$ cat config.mk
export PLATFORM = sky130hd
export DESIGN_NAME = counter_sequencer
export DESIGN_NICKNAME = d
export VERILOG_FILES = /design/src/rtl/counter_sequencer.sv
export SDC_FILE = /design/constraint.sdc
export NUM_CORES = 1
export LEC_CHECK = 0
export ABC_AREA = 1
export CORE_AREA = 10 10 47 49
export CTS_CLUSTER_DIAMETER = 200
export CTS_CLUSTER_SIZE = 24
export DETAILED_ROUTE_END_ITERATION = 12
export DIE_AREA = 0 0 57 59
export PLACE_DENSITY_LB_ADDON = 0.05
export SETUP_SLACK_MARGIN = 0.4
export SYNTH_ARGS = -nofsm -noshare
export SYNTH_HDL_FRONTEND = slang
export SYNTH_SLANG_ARGS = --single-unit
$ cat constraint.sdc
create_clock -name clk -period 1.7 [get_ports clk]
set_input_delay 0.255 -clock clk [delete_from_list [all_inputs] [get_ports clk]]
set_output_delay 0.255 -clock clk [all_outputs]
set_load 0.02 [all_outputs]
$ cat src/rtl/counter_sequencer.sv
// Start/stop sequencer that clears and enables an external 4-bit up-counter up to a latched limit.
// Periodic restart is compiled in only when COUNTER_SEQ_PERIODIC_EN is defined.
module counter_sequencer (
   input  logic       clk,
   input  logic       preset,
   input  logic       start,
   input  logic       stop,
   input  logic       periodic,
   input  logic [3:0] limit,
   input  logic [3:0] cnt_q,
   output logic       cnt_en,
   output logic       cnt_clr,
   output logic       busy,
   output logic       done,
   output logic [3:0] runs
);

   typedef enum logic [1:0] {
      IDLE  = 2'd0,
      CLEAR = 2'd1,
      RUN   = 2'd2,
      DONE  = 2'd3
   } state_t;

   state_t      state_q, state_d;
   logic [3:0]  limit_r_q, limit_r_d;
   logic        periodic_r_q, periodic_r_d;
   logic [3:0]  runs_q, runs_d;
   logic        periodic_sel;

`ifdef COUNTER_SEQ_PERIODIC_EN
   assign periodic_sel = periodic;
`else
   // The port stays in the list; without the feature it is simply not consumed.
   logic periodic_unused;
   assign periodic_unused = periodic;
   assign periodic_sel    = 1'b0;
`endif

   always_ff @(posedge clk or posedge preset) begin
      if (preset) begin
         state_q      <= IDLE;
         limit_r_q    <= 4'd0;
         periodic_r_q <= 1'b0;
         runs_q       <= 4'd0;
      end else begin
         state_q      <= state_d;
         limit_r_q    <= limit_r_d;
         periodic_r_q <= periodic_r_d;
         runs_q       <= runs_d;
      end
   end

   // stop beats everything; start is only looked at in IDLE.
   always_comb begin
      state_d      = state_q;
      limit_r_d    = limit_r_q;
      periodic_r_d = periodic_r_q;
      runs_d       = runs_q;
      case (state_q)
         IDLE: begin
            if (start && !stop) begin
               state_d      = CLEAR;
               limit_r_d    = limit;
               periodic_r_d = periodic_sel;
               runs_d       = 4'd0;
            end
         end
         CLEAR: begin
            state_d = stop ? IDLE : RUN;
         end
         RUN: begin
            if (stop) begin
               state_d = IDLE;
            end else if (cnt_q == limit_r_q) begin
               state_d = DONE;
            end
         end
         DONE: begin
            runs_d  = runs_q + 4'd1;
            state_d = (periodic_r_q && !stop) ? CLEAR : IDLE;
         end
         default: begin
            state_d = IDLE;
         end
      endcase
   end

   always_comb begin
      cnt_en  = 1'b0;
      cnt_clr = 1'b0;
      done    = 1'b0;
      busy    = (state_q != IDLE);
      case (state_q)
         CLEAR:   cnt_clr = 1'b1;
         RUN:     cnt_en  = (cnt_q != limit_r_q);
         DONE:    done    = 1'b1;
         default: ;
      endcase
   end

   assign runs = runs_q;

endmodule

==> results.toml <==
[synth]
synth_cell_types = 14
yosysTopAreaCell = "dfrtp_1"
synthCells = 77
syn_area_per_cell_um2 = 7.17
synth_edf_count = 0
ys_seq_area_frac = 0.454
async_flop_share = 1.00
ys_top_cells_by_area = "dfrtp_1 45%, nand2_1 15%, inv_1 10%"
yosysWarnings = 0
yosysTopAreaCellShare = 0.454
synth.most_common_cell = "nand2_1"
synthTopCellsByCount = "22 x nand2_1, 15 x inv_1, 11 x nor2_1"
synth-main-ff-cell = "dfrtp_1"
synth-seq-cells = 10
syn-num-nets = 91
synth_area_um2 = 552

[setup_path]
slowest_stage = "dfrtp_1"
ff2ff_path_depth = 5
worstPathRequired_ns = 1.44
cpPeakStageDelay_ns = 0.39
arrival_ns = 1.15
worst-r2r-setup-slack_ns = 0.55
reg2reg_from = "state_q[1]$_DFFE_PP0P_"
cp_max_fo = 2
crit_path_start_kind = "flip-flop"
r2r-end = "runs[3]$_DFFE_PP0P_"
path_cells = "nand2_1, nand2_2, nor2_2, a21oi_2, buf_6"
critPathKind = "flip-flop to output pin"
critPathCaptureType = "output pin"

[clock_tree]
clk_pin_slew_ns = 0.07
ctsLongestPathBuffers = 2
numCtsBuffers = 3
worst_skew_pair.late_latency_ns = 0.26
cts-root-buf = "clkbuf_4"
cts_max_level = 1
cts_tree = "built"
clock_sinks = 10

[sta]
slew_violations = 0
tns_ns = 0
worst_pin_slew_ns = 0.381
final_hold_viol_count = 0
fin_ws_ns = 0.298
post-route-period-util = 0.825
max-slew-margin-rel = 0.746
rsz0062_at_grt = "yes"
fmax_ghz = 0.713
layout_min_cycle_time_ns = 1.40
worst_clock_skew_ns = 0.000650
report.final.setup_viol = 0

[cells_and_area]
nets = 120
drive_gt1_frac = 0.295
final.fill_count = 126
final_util = 0.629
multi_input_area_um2 = 270
antenna_cells = 0
areaGrowthSynthToFinish_pct = 59.9
stdcell_count = 121
seqCellArea_um2 = 251

[route]
antenna_left = 0
wire_per_inst_um = 11.4
drtIter0Drc = 13
route.detailed.drc = 0
dr.pass1.iters = 5
drt-vias-per-instance = 4.88
drt-total-wl_mm = 1.38
vias = 590

[power_and_ir_drop]
p_leak_uw = 0.000498
ir_worst_vdd_mv = 0.850
power_density_mw_per_mm2 = 1500
p_total_uw = 1320

[die]
die_y_um = 59
core_mm2 = 0.00140
pin_count = 21
die_area_mm2 = 0.00336
fp.dieW_um = 57
rows = 14
floorplan.initialDensity = 0.394

[status]
status = "finished, final reports clean"

[placement]
numPlacedInstances = 112
dp_slack_ns = -0.225
hpwl_um = 975
gp_routability_congestion = 0.757
io_buffers = 19

[grt]
grt_pass1_wl_mm = 2.13
grt_use_met2 = 0.136
use_met3 = 0.0472
grt_pass1_vias = 528
grt_usage = 0.0778
grt.met1_usage = 0.0761
grt_max_degree = 12
busiest_layer = "met2"
antenna_found_initial = 0
grt.overflow.total = 0

[flow_run]
drv_cap = 0

[hold_path]
hold_class = "input pin to asynchronous set/reset pin"
[cells by family (layout without fill, tap and decap cells)]
| family | Yosys count | count (layout) | share of synthesized area |
|---|---|---|---|
| AOI/OAI and AO/OA | 11 | 11 | 0.0998 |
| buffers and inverters | 16 | 44 | 0.122 |
| adders and majority gates | 1 | 1 | 0.0227 |
| DFF | 10 | 10 | 0.454 |
| and+or+nand+nor | 39 | 39 | 0.302 |
[sequential cells by signal, indices dropped and copies added (netlist names)]
register and flops:
limit_r_q 4, runs 4, state_q 2
[critical path, delay by kind of cell (launching register included)]
family / cells / cell delay (ns)
flops: 1 / 0.39
simple gates: 3 / 0.29
buf+inv: 1 / 0.13
compound gates: 1 / 0.08
[layer usage]
metal | vias up | part of all wire | wire, um
li1 | 289 | - | -
met1 | 282 | 0.37 | 513
met2 | 17 | 0.51 | 711
met3 | 2 | 0.10 | 142
met4 | 0 | 0.010 | 14
met5 | - | 0 | 0
[cell usage in the layout (no fill, tap or decap), drive strengths merged]
cell / netlist / final
dlymetal6s2s: 0 / 4
clkdlybuf4s15: 0 / 2
a21oi: 8 / 8
nand3: 3 / 3
dlygate4sd2: 0 / 1
nor3: 1 / 1
o21ai: 3 / 3
clkdlybuf4s50: 0 / 7
nand2: 22 / 22
inv: 15 / 15
nor2: 13 / 13
clkbuf: 0 / 5
dfrtp: 10 / 10
buf: 1 / 10
ha: 1 / 1
[power by group]
part           internal [uW]  switching, uW
clock network            130           85.7
registers                334           92.1
logic                    307            373
[how the worst max path moves through the flow]
stage | startpoint | endpoint | slack (ns) | cells after the start
after floorplan | limit_r_q[1]$_DFFE_PP0P_ | cnt_en | 0.53 | 5
after detailed placement | cnt_q[2] | cnt_en | -0.22 | 7
after CTS | cnt_q[2] | cnt_en | 0.19 | 7
after global routing | limit_r_q[3]$_DFFE_PP0P_ | cnt_en | 0.22 | 6
final | limit_r_q[3]$_DFFE_PP0P_ | cnt_en | 0.30 | 5
after global placement | cnt_q[1] | cnt_en | -0.22 | 6
[area by class of cell]
cell class	instances	area share
multi-input combinational	51	0.306
clock buffer	4	0.0411
tap	16	0.0227
sequential	10	0.285
inverter	15	0.0667
timing repair buffer	25	0.278
[through the flow]
step | area [um2] | hold WS, ns
2_1_floorplan | 552 | 0.0952
3_3_place_gp | 758 | 0.491
3_5_place_dp | 758 | 0.495
4_1_cts | 801 | 0.262
5_1_grt | 882 | 0.290
6_report | 882 | 0.263
[what timing repair did]
action / in CTS / in global routing
pin swaps: 1 / 7
gates resized for setup: 25 / 28
hold buffers: 0 / 0
setup endpoints to repair: 8 / 7
buffers inserted: 3 / 2
(Power assumes the default switching activity.)
